## src/rtl/seq_multiplier_sm.sv

```systemverilog
// Multi-cycle shift-add multiplier (signed/unsigned) with architectural HI/LO
// registers and a registered MFHI/MFLO/OUT readback port.
module seq_multiplier_sm #(
  parameter int WIDTH = 32,
  parameter int CNT_W = 7
) (
  input  logic                 clk,
  input  logic                 reset,
  input  logic [WIDTH-1:0]     dataA,
  input  logic [WIDTH-1:0]     dataB,
  input  logic [5:0]           Signal,
  output logic                 busy,
  output logic                 done,
  output logic [2*WIDTH-1:0]   dataOut
);

  localparam logic [5:0] CMD_MULT  = 6'd24;
  localparam logic [5:0] CMD_MULTU = 6'd25;
  localparam logic [5:0] CMD_MFHI  = 6'd16;
  localparam logic [5:0] CMD_MFLO  = 6'd18;
  localparam logic [5:0] CMD_OUT   = 6'd63;

  localparam logic [1:0] ST_IDLE = 2'd0;
  localparam logic [1:0] ST_RUN  = 2'd1;
  localparam logic [1:0] ST_FIN  = 2'd2;

  logic [1:0]           r_state;
  logic [CNT_W-1:0]     r_count;
  logic [2*WIDTH-1:0]   r_hilo;
  logic [WIDTH-1:0]     r_magb;
  logic                 r_neg;
  logic [WIDTH-1:0]     r_hi;
  logic [WIDTH-1:0]     r_lo;
  logic                 r_busy;
  logic                 r_done;
  logic [2*WIDTH-1:0]   r_dout;

  logic                 w_is_mul;
  logic                 w_signed;
  logic [WIDTH-1:0]     w_maga;
  logic [WIDTH-1:0]     w_magb;
  logic [WIDTH:0]       w_sum;
  logic [2*WIDTH-1:0]   w_hilo_shift;
  logic [2*WIDTH-1:0]   w_prod;

  assign w_is_mul = (Signal == CMD_MULT) || (Signal == CMD_MULTU);
  assign w_signed = (Signal == CMD_MULT);

  // Negating the most negative value wraps to itself, which read as unsigned is
  // exactly its magnitude 2**(WIDTH-1).
  assign w_maga = (w_signed && dataA[WIDTH-1]) ? -dataA : dataA;
  assign w_magb = (w_signed && dataB[WIDTH-1]) ? -dataB : dataB;

  assign w_sum        = {1'b0, r_hilo[2*WIDTH-1:WIDTH]} + (r_hilo[0] ? {1'b0, r_magb} : '0);
  assign w_hilo_shift = {w_sum, r_hilo[WIDTH-1:1]};
  assign w_prod       = r_neg ? -r_hilo : r_hilo;

  always_ff @(posedge clk or posedge reset) begin
    if (reset) begin
      r_state <= ST_IDLE;
      r_count <= '0;
      r_hilo  <= '0;
      r_magb  <= '0;
      r_neg   <= 1'b0;
      r_hi    <= '0;
      r_lo    <= '0;
      r_busy  <= 1'b0;
      r_done  <= 1'b0;
      r_dout  <= '0;
    end else begin
      r_done <= 1'b0;
      case (r_state)
        ST_IDLE: begin
          if (w_is_mul) begin
            r_neg   <= w_signed & (dataA[WIDTH-1] ^ dataB[WIDTH-1]);
            r_magb  <= w_magb;
            r_hilo  <= {{WIDTH{1'b0}}, w_maga};
            r_count <= '0;
            r_busy  <= 1'b1;
            r_state <= ST_RUN;
          end
        end
        ST_RUN: begin
          r_hilo  <= w_hilo_shift;
          r_count <= r_count + 1'b1;
          if (r_count == CNT_W'(WIDTH - 1)) r_state <= ST_FIN;
        end
        ST_FIN: begin
          {r_hi, r_lo} <= w_prod;
          r_done       <= 1'b1;
          r_busy       <= 1'b0;
          r_state      <= ST_IDLE;
        end
        default: r_state <= ST_IDLE;
      endcase

      // Readback sees HI/LO as they were before this edge.
      case (Signal)
        CMD_OUT:  r_dout <= {r_hi, r_lo};
        CMD_MFHI: r_dout <= {{WIDTH{1'b0}}, r_hi};
        CMD_MFLO: r_dout <= {{WIDTH{1'b0}}, r_lo};
        default:  ;
      endcase
    end
  end

  assign busy    = r_busy;
  assign done    = r_done;
  assign dataOut = r_dout;

endmodule
```

## config.mk

```make
export PLATFORM = sky130hd
export DESIGN_NAME = seq_multiplier_sm
export DESIGN_NICKNAME = d
export VERILOG_FILES = /design/src/rtl/seq_multiplier_sm.sv
export SDC_FILE = /design/constraint.sdc
export NUM_CORES = 1
export LEC_CHECK = 0
export CELL_PAD_IN_SITES_DETAIL_PLACEMENT = 0
export CELL_PAD_IN_SITES_GLOBAL_PLACEMENT = 1
export CORE_MARGIN = 2
export CORE_UTILIZATION = 44
export DETAILED_ROUTE_END_ITERATION = 12
export PLACE_DENSITY = 0.92
export RECOVER_POWER = 100
export SETUP_SLACK_MARGIN = 0.2
export SYNTH_ARGS = -nofsm -noshare
export SYNTH_HDL_FRONTEND = slang
export SYNTH_SLANG_ARGS = --single-unit
```

## constraint.sdc

```tcl
create_clock -name clk -period 9.45 [get_ports clk]
set_input_delay 0.945 -clock clk [delete_from_list [all_inputs] [get_ports clk]]
set_output_delay 0.945 -clock clk [all_outputs]
set_load 0.005 [all_outputs]
```

==> impl_metrics.tcl, run 1 <==
set metrics [dict create \
    ys_ff_latch 236 \
    critical_path_buf_inv_count 2 \
    cts_resized 0 \
    drc_errors 0 \
    power_density_nw_per_um2 230.1 \
    reg2reg_from "r_state[0]$_DFFE_PP0P_" \
    ys_types 63 \
    highest_layer "met4" \
    fp.dieW_um 179.9 \
    clock-root-buffer "clkbuf_16" \
    dp_hpwl_um 28020 \
    fin_nets 1795 \
    syn_area_per_cell_um2 8.501 \
    min-delay-start "r_magb[31]$_DFFE_PP0P_" \
    crit_arrival_ps 5230 \
    wl_met3_um 2043 \
    avgViaCountPerCell 5.668 \
    crit_path_max_fanout 85 \
    synth_edf_count 0 \
    drt-total-wl_um 37610 \
    async_reset_ff_share_pct 100.0 \
    finalCritPeriodShare_pct 52.39 \
    ios 138 \
    setup_tns_ps 0 \
    crit_required_ps 9730 \
    crit_chain "dlygate4sd3_1 > nand2_1 > nor2_1 > nand2_1 > or3_1 > clkbuf_1 > o21ai_0" \
    grt_remaining_overflow 0 \
    cts.sinks 236 \
    clk_path_buf_depth 3 \
    core-area_um2 30510 \
    ir_drop_mv 0.1433 \
    m1WireLength_um 17260 \
    cts_tree "yes" \
    hp-class "flip-flop to flip-flop" \
    path_delay_family "buffers and inverters" \
    numCtsBuffers 26 \
    violations "capacitance limit, slew limit" \
    slew_headroom_pct -168.0 \
    grt_pass1_wl_um 60350 \
    firstDrtPassIters 5 \
    r2r_slack_ps 5310 \
    seq_area_frac_synth_pct 43.36 \
    synth_ff_type "dfrtp_1" \
    finalSetupViolCount 0 \
    worstSetupEndpointType "flip-flop" \
    hold_violations 0 \
    max_stage_delay_ps 2210 \
    htree_levels 1 \
    die-area_um2 32380 \
    syn_to_final_growth_pct 18.28 \
    synthesis.nets 1711 \
    worst_pin_slew_ps 4021 \
    final_common_cell "nand2_1" \
    rsz0062_at_grt "false" \
    slowest_stage "clkbuf_1" \
    diodes 0 \
    start_util_pct 44.64 \
    drtAntennaViolNets 0 \
    cp-start-kind "input pin" \
    grt_max_degree 130 \
    grt_antenna_before_repair 0 \
    r2r-end "r_hi[30]$_DFFE_PP0P_" \
    rr_worst_depth 2 \
    holdBufCountCts 0 \
    skew_ps 21.26 \
    max_freq_mhz 202.0 \
    clk_pin_slew_ps 60 \
    period_needed_ps 4951 \
    cts_setup_buffers 0 \
    wl_met2_um 17160 \
    vias 11910 \
    io_buffers 137 \
    ys_warn_count 0 \
    leakage_uw 0.007098 \
    grt_pass1_vias 11270 \
    criticalPathCategory "input pin to flip-flop" \
    syn_area_um2 13620 \
    final_cell_mix "248 x nand2_1, 236 x dfrtp_1, 201 x o21ai_0, 132 x nor2_1, 104 x a21oi_1" \
    wl_per_cell_um 17.90 \
    die_h_um 179.9 \
    num_rows 64 \
    grt_use_total_pct 22.76 \
    crit_path_frequent_cell "nand2_1" \
    holdPathStages 2 \
    hold_end "r_magb[31]$_DFFE_PP0P_" \
    drt_iter0_drc 1037 \
    cap_viol_max_count 5 \
    routabilityCongestion 0.9214 \
    status "finished, violations left" \
    syn_inst 1602 \
    post-route-util_pct 52.80 \
    finalMaxSlewViolations 398 \
    clock_latency_ps 550 \
    drive_gt1_share_pct 3.930 \
]
-- synth_stat cells, drive strengths merged (4+ instances only) --
library cell	count	area share, %
nor3	33	1.2
a211oi	6	0.33
nand2	248	6.8
o22ai	33	1.5
or4	13	0.74
a22oi	29	1.6
dfrtp	236	43
ha	36	3.3
xnor2	51	3.3
o2111ai	4	0.26
and2	36	1.7
buf	6	0.18
nand2b	11	0.51
o21a	8	0.44
inv	25	0.69
o21ai	201	7.4
a31oi	10	0.46
a21oi	104	3.8
xor2	91	5.9
clkbuf	85	2.3
and3	6	0.28
nand3	41	1.5
o21bai	7	0.39
or3	27	1.3
o41ai	12	0.83
nand4	19	0.87
a32o	5	0.37
a21o	12	0.66
o31ai	22	1.2
nor2	132	3.6
nor4	14	0.69
nor2b	5	0.23
-- how the worst max path moves through the flow --
stage,startpoint,to,slack (ps),cells after the start
6_report,Signal[3],r_magb[11]$_DFFE_PP0P_,4500,7
3_5_place_dp,Signal[0],dataOut[6]$_DFFE_PP0P_,5530,7
4_1_cts,r_hilo[0]$_DFFE_PP0P_,r_hilo[57]$_DFFE_PP0P_,5640,11
2_1_floorplan,reset,busy$_DFFE_PP0P_,2030,1
3_3_place_gp,Signal[0],dataOut[2]$_DFFE_PP0P_,5620,7
5_1_grt,Signal[3],r_hilo[4]$_DFFE_PP0P_,3860,7
-- cells by family after synthesis --
family                   Yosys count  synth area share [%]
multiplexers                       1               0.07350
AO/OA/AOI/OAI                    470                 20.40
flip-flops                       236                 43.36
buffers and inverters            118                 3.344
adder cells (fa/ha/maj)           37                 3.454
AND/OR/NAND/NOR                  598                 20.24
XOR/XNOR                         142                 9.132
-- per-layer routing --
metal / up-vias / global-route usage [%]
li1: 5840 / -
met1: 5647 / 31.65
met2: 349 / 36.97
met3: 73 / 3.079
met4: 0 / 7.122
met5: - / 0
-- registers in the layout, indices dropped and copies added (netlist names) --
signal and count:
r_hilo 64, busy 1, r_magb 32, r_lo 32, r_state 2, done 1
r_hi 32, r_count 7, r_neg 1, dataOut 64
-- power by group --
part / switching [uW] / internal (uW)
clock network: 425 / 631
logic: 634 / 501
registers: 308 / 1210
total: 1370 / 2340
-- metrics by stage --
stage | hold WS [ps] | power (uW) | setup slack, ps | instances | cell area, um^2
after global placement | 447.4 | 2655 | 5618 | 2054 | 15260
after global routing | 494.4 | 3934 | 3856 | 2101 | 16110
after detailed placement | 451.7 | 2676 | 5526 | 2054 | 15260
after CTS | 464.1 | 3736 | 5639 | 2101 | 16150
final | 460.4 | 3707 | 4499 | 2101 | 16110
after floorplan | 431.1 | 2209 | 2030 | 1602 | 13620
-- layout make-up --
class / count / area, um^2
multi-input cells: 1248 / 7271
fillers: 2895 / 14400
inverters: 25 / 95.09
well taps: 396 / 495.5
flip-flops and latches: 236 / 5906
repair buffers: 149 / 1450
clock buffers: 30 / 685.7
clock inverters: 17 / 206.4
-- worst min-delay path: cells and delay by family, from the launching register on --
kind | cells | cell delay, ps
flops | 1 | 340
simple gates | 2 | 90
(Power assumes the default switching activity.)
==> run 2, diff against run 1 <==
==> constraint.sdc (replaced) <==
create_clock -name clk -period 5.2 [get_ports clk]
set_input_delay 0.52 -clock clk [delete_from_list [all_inputs] [get_ports clk]]
set_output_delay 0.52 -clock clk [all_outputs]
set_load 0.005 [all_outputs]
==> impl_metrics.tcl, run 2 (synthesis results as in run 1) <==
set metrics [dict create \
    max_freq_mhz 233.2 \
    cp-start-kind "input pin" \
    firstDrtPassIters 5 \
    die_h_um 179.9 \
    finalMaxSlewViolations 414 \
    fin_nets 1797 \
    cts.sinks 236 \
    clock-root-buffer "clkbuf_16" \
    leakage_uw 0.007098 \
    rsz0062_at_grt "false" \
    slowest_stage "nor2_1" \
    violations "capacitance limit, slew limit" \
    syn_to_final_growth_pct 18.38 \
    worst_pin_slew_ps 2041 \
    rr_worst_depth 6 \
    drive_gt1_share_pct 3.981 \
    cts_setup_buffers 0 \
    reg2reg_from "r_state[1]$_DFFE_PP0P_" \
    fp.dieW_um 179.9 \
    drt_iter0_drc 1089 \
    hold_end "busy$_DFFE_PP0P_" \
    finalCritPeriodShare_pct 82.47 \
    vias 12020 \
    clk_path_buf_depth 3 \
    worstSetupEndpointType "flip-flop" \
    crit_chain "dlygate4sd3_1 > nand2_1 > nor2_1 > nand2_1 > nor3_1 > clkbuf_1 > nor2_1 > clkbuf_1 > a22oi_1 > o21ai_0" \
    cts_resized 0 \
    criticalPathCategory "input pin to flip-flop" \
    grt_remaining_overflow 0 \
    crit_arrival_ps 4730 \
    io_buffers 137 \
    r2r-end "r_hilo[19]$_DFFE_PP0P_" \
    grt_pass1_wl_um 60400 \
    grt_pass1_vias 11200 \
    numCtsBuffers 26 \
    final_common_cell "nand2_1" \
    crit_path_max_fanout 35 \
    grt_use_total_pct 22.55 \
    grt_max_degree 151 \
    period_needed_ps 4288 \
    holdBufCountCts 0 \
    drc_errors 0 \
    clk_pin_slew_ps 60 \
    path_delay_family "buffers and inverters" \
    r2r_slack_ps 1340 \
    setup_tns_ps 0 \
    p_total_uw 6773 \
    max_stage_delay_ps 1310 \
    cts_tree "yes" \
    htree_levels 1 \
    ios 138 \
    status "finished, violations left" \
    avgViaCountPerCell 5.714 \
    diodes 0 \
    clock_latency_ps 540 \
    die-area_um2 32380 \
    power_density_nw_per_um2 420.1 \
    num_rows 64 \
    drtAntennaViolNets 0 \
    ir_drop_mv 0.2204 \
    hold_violations 0 \
    skew_ps 12.19 \
    final_cell_mix "248 x nand2_1, 236 x dfrtp_1, 200 x o21ai_0, 132 x nor2_1, 104 x a21oi_1" \
    cap_viol_max_count 7 \
    grt_antenna_before_repair 0 \
    crit_required_ps 5640 \
    routabilityCongestion 0.9233 \
    critical_path_buf_inv_count 3 \
    wl_per_cell_um 17.65 \
    min-delay-start "busy$_DFFE_PP0P_" \
    hp-class "flip-flop to flip-flop" \
    core-area_um2 30510 \
    holdPathStages 2 \
    slew_headroom_pct -36.09 \
    start_util_pct 44.64 \
    drt-total-wl_um 37140 \
    dp_hpwl_um 27600 \
    finalSetupViolCount 0 \
]
## run 2: cell types whose count changed in the layout (fill, tap and decap cells not counted), sizes merged
cell and change:
clkbuf +6, inv +1, clkinvlp +1, bufinv -1
dlygate4sd3 -1, clkinv -2, clkdlybuf4s50 +1, buf -2
## run 2: where the power goes
group	internal (uW)	total, uW	switching [uW]
Sequential	2190	2770	574
Clock	1140	1920	777
Combinational	910	2090	1180
## run 2: final cells by class
cell class              instances  area (um^2)
multi-input cells            1248         7266
clock buffers                  32        724.4
fillers                      2879        14390
repair buffers                151         1465
flip-flops and latches        236         5906
well taps                     396        495.5
inverters                      25        95.09
clock inverters                16        171.4
## run 2: tightest hold or removal path: stages, from the launching register on
cell     delay, ps
dfrtp_1        330
nand2_1         50
nand2_1         50
## run 2: how the worst max path moves through the flow
stage	cells past startpoint	startpoint	endpoint	slack, ps
2_1_floorplan	1	reset	busy$_DFFE_PP0P_	1590
3_3_place_gp	11	r_hilo[0]$_DFFE_PP0P_	r_hilo[57]$_DFFE_PP0P_	1560
3_5_place_dp	11	r_hilo[0]$_DFFE_PP0P_	r_hilo[57]$_DFFE_PP0P_	1420
4_1_cts	11	r_hilo[0]$_DFFE_PP0P_	r_hilo[57]$_DFFE_PP0P_	1410
5_1_grt	7	Signal[3]	r_magb[15]$_DFFE_PP0P_	570
6_report	10	Signal[3]	r_hilo[19]$_DFFE_PP0P_	910
## run 2: metal layers
layer  GRT usage (%)  wire (um)  vias up
met1           33.57      17280     5658
met3           2.472       2607       62
met4           5.463        775        0
met2           35.22      16470      447
met5               0          0        -
li1                -          -     5855
## run 2: stage by stage
| step | instances | area, um^2 | hold slack (ps) | util, % | worst slack [ps] |
|---|---|---|---|---|---|
| floorplan | 1602 | 13620 | 431.1 | - | 1588 |
| global placement | 2056 | 15280 | 452.3 | 50.09 | 1560 |
| detailed placement | 2056 | 15280 | 457.3 | 50.09 | 1421 |
| CTS | 2104 | 16180 | 334.2 | 53.03 | 1414 |
| global route | 2104 | 16120 | 499.0 | 52.85 | 567.4 |
| finish | 2104 | 16120 | 466.3 | 52.85 | 911.5 |
==> run 3, diff against run 2 <==
--- a/config.mk
+++ b/config.mk
@@ -8,9 +8,9 @@
 export CELL_PAD_IN_SITES_DETAIL_PLACEMENT = 0
 export CELL_PAD_IN_SITES_GLOBAL_PLACEMENT = 1
 export CORE_MARGIN = 2
-export CORE_UTILIZATION = 44
+export CORE_UTILIZATION = 40
 export DETAILED_ROUTE_END_ITERATION = 12
-export PLACE_DENSITY = 0.92
+export PLACE_DENSITY = 0.89
 export RECOVER_POWER = 100
 export SETUP_SLACK_MARGIN = 0.2
 export SYNTH_ARGS = -nofsm -noshare
==> constraint.sdc (replaced) <==
create_clock -name clk -period 3.6 [get_ports clk]
set_input_delay 0.36 -clock clk [delete_from_list [all_inputs] [get_ports clk]]
set_output_delay 0.36 -clock clk [all_outputs]
set_load 0.005 [all_outputs]
==> impl_metrics.tcl, run 3 (synthesis results as in run 1) <==
set metrics [dict create \
    hold_violations 0 \
    holdPathStages 2 \
    io_buffers 137 \
    cap_viol_max_count 3 \
    grt_use_total_pct 21.39 \
    period_needed_ps 3211 \
    seq_power_share_pct 41.0 \
    final_cells 2166 \
    vias 11930 \
    post-place-ws_ps 465.7 \
    p_comb_share_pct 32.2 \
    grt_antenna_before_repair 0 \
    grt_remaining_overflow 0 \
    clk_pin_slew_ps 60 \
    cts_tree "yes" \
    drive_gt1_share_pct 3.842 \
    drt_iter0_drc 911 \
    cts_setup_buffers 0 \
    worst_pin_slew_ps 1679 \
    drt-total-wl_um 38120 \
    final_cell_mix "248 x nand2_1, 236 x dfrtp_1, 201 x o21ai_0, 132 x nor2_1, 104 x a21oi_1" \
    finalCritPeriodShare_pct 89.21 \
    final_cell_area_um2 16180 \
    rr_worst_depth 10 \
    start_util_pct 40.62 \
    crit_arrival_ps 3660 \
    ios 138 \
    hold_end "busy$_DFFE_PP0P_" \
    finalMaxSlewViolations 136 \
    grt_pass1_wl_um 61640 \
    setup_tns_ps 0 \
    htree_levels 1 \
    cts.sinks 236 \
    num_rows 67 \
    r2r_slack_ps 400 \
    finalSetupViolCount 0 \
    grt_pass1_vias 11340 \
    status "finished, violations left" \
    die_h_um 188.5 \
    routabilityCongestion 0.9304 \
    avgViaCountPerCell 5.509 \
    hp-class "flip-flop to flip-flop" \
    worstSetupEndpointType "flip-flop" \
    power_density_nw_per_um2 593.9 \
    drc_errors 0 \
    die-area_um2 35540 \
    clk_path_buf_depth 3 \
    clock-root-buffer "clkbuf_16" \
    fin_nets 1812 \
    rsz0062_at_grt "false" \
    cp-start-kind "input pin" \
    violations "capacitance limit, slew limit" \
    max_freq_mhz 311.4 \
    leakage_uw 0.007097 \
    skew_ps 19.02 \
    clock_latency_ps 540 \
    switching_share_pct 37.46 \
    crit_required_ps 4050 \
    firstDrtPassIters 5 \
    placed_cells 2123 \
    dp_hpwl_um 29020 \
    fp.dieW_um 188.5 \
    ir_drop_mv 0.3524 \
    numCtsBuffers 26 \
    clkPwrFrac_pct 26.8 \
    holdBufCountCts 0 \
    drtAntennaViolNets 0 \
    grt_max_degree 100 \
    core-area_um2 33530 \
    fin_ws_ps 388.5 \
    r2r-end "r_hilo[57]$_DFFE_PP0P_" \
    p_int_uw 6009 \
    slew_headroom_pct -11.95 \
    final_common_cell "nand2_1" \
    diodes 0 \
    cts_resized 0 \
    reg2reg_from "r_hilo[0]$_DFFE_PP0P_" \
    wl_per_cell_um 17.60 \
    p_sw_uw 3600 \
    syn_to_final_growth_pct 18.80 \
    criticalPathCategory "input pin to flip-flop" \
    crit_path_max_fanout 21 \
    min-delay-start "busy$_DFFE_PP0P_" \
    post_dp_cell_area_um2 15490 \
]
-- run 3: cell types whose count changed in the layout (fill, tap and decap cells not counted), sizes merged --
cell	change
buf	+5
bufinv	-1
dlygate4sd3	+1
inv	-1
clkinv	-4
clkdlybuf4s50	-1
clkbuf	+11
-- run 3: how the worst max path moves through the flow --
stage	startpoint	end	cells after the start
6_report	Signal[3]	r_hilo[43]$_DFFE_PP0P_	9
3_5_place_dp	r_hilo[4]$_DFFE_PP0P_	r_hi[26]$_DFFE_PP0P_	7
2_1_floorplan	reset	busy$_DFFE_PP0P_	1
3_3_place_gp	r_hilo[3]$_DFFE_PP0P_	r_hi[26]$_DFFE_PP0P_	7
5_1_grt	Signal[3]	dataOut[26]$_DFFE_PP0P_	9
4_1_cts	r_hilo[0]$_DFFE_PP0P_	r_hilo[57]$_DFFE_PP0P_	10
-- run 3: worst max-delay path, stage by stage --
cell and delay (ps):
dlygate4sd3_1 550, nand2_1 140, nor2_1 60, nand2_1 250, nor3_1 100, nor2_1 1080, clkbuf_1 820, nand2_1 150
o21ai_0 130
-- run 3: layout make-up --
type,count,area [um^2]
clock buffers,33,706.9
clock inverters,10,116.4
fillers,3251,17350
inverters,25,95.09
multi-input cells,1248,7259
flip-flops and latches,236,5906
well taps,448,560.5
repair buffers,166,1535
-- run 3: per-layer routing --
metal / up-vias / share of wire [%] / global-route usage, %
li1: 5877 / - / -
met5: - / 0 / 0
met3: 41 / 6.0 / 2.477
met2: 365 / 45 / 33.46
met1: 5650 / 48 / 32.06
met4: 0 / 1.5 / 4.177
-- run 3: power by group through the flow --
stage / clock network, uW / registers [uW] / logic, uW
6_report: 2570 / 3940 / 3100
5_1_grt: 2730 / 4010 / 3460
4_1_cts: 2630 / 3910 / 3190
3_5_place_dp: 0 / 3960 / 3170
3_3_place_gp: 0 / 3940 / 3140
2_1_floorplan: 0 / 3670 / 2130
-- run 3: through the flow --
| step | utilization, % | power (uW) | hold WS, ps |
|---|---|---|---|
| finish | 48.25 | 9608 | 464.4 |
| global route | 48.25 | 10200 | 499.5 |
| CTS | 48.64 | 9732 | 341.2 |
| detailed placement | 46.18 | 7134 | 458.8 |
| global placement | 46.18 | 7078 | 447.1 |
| floorplan | - | 5799 | 431.1 |
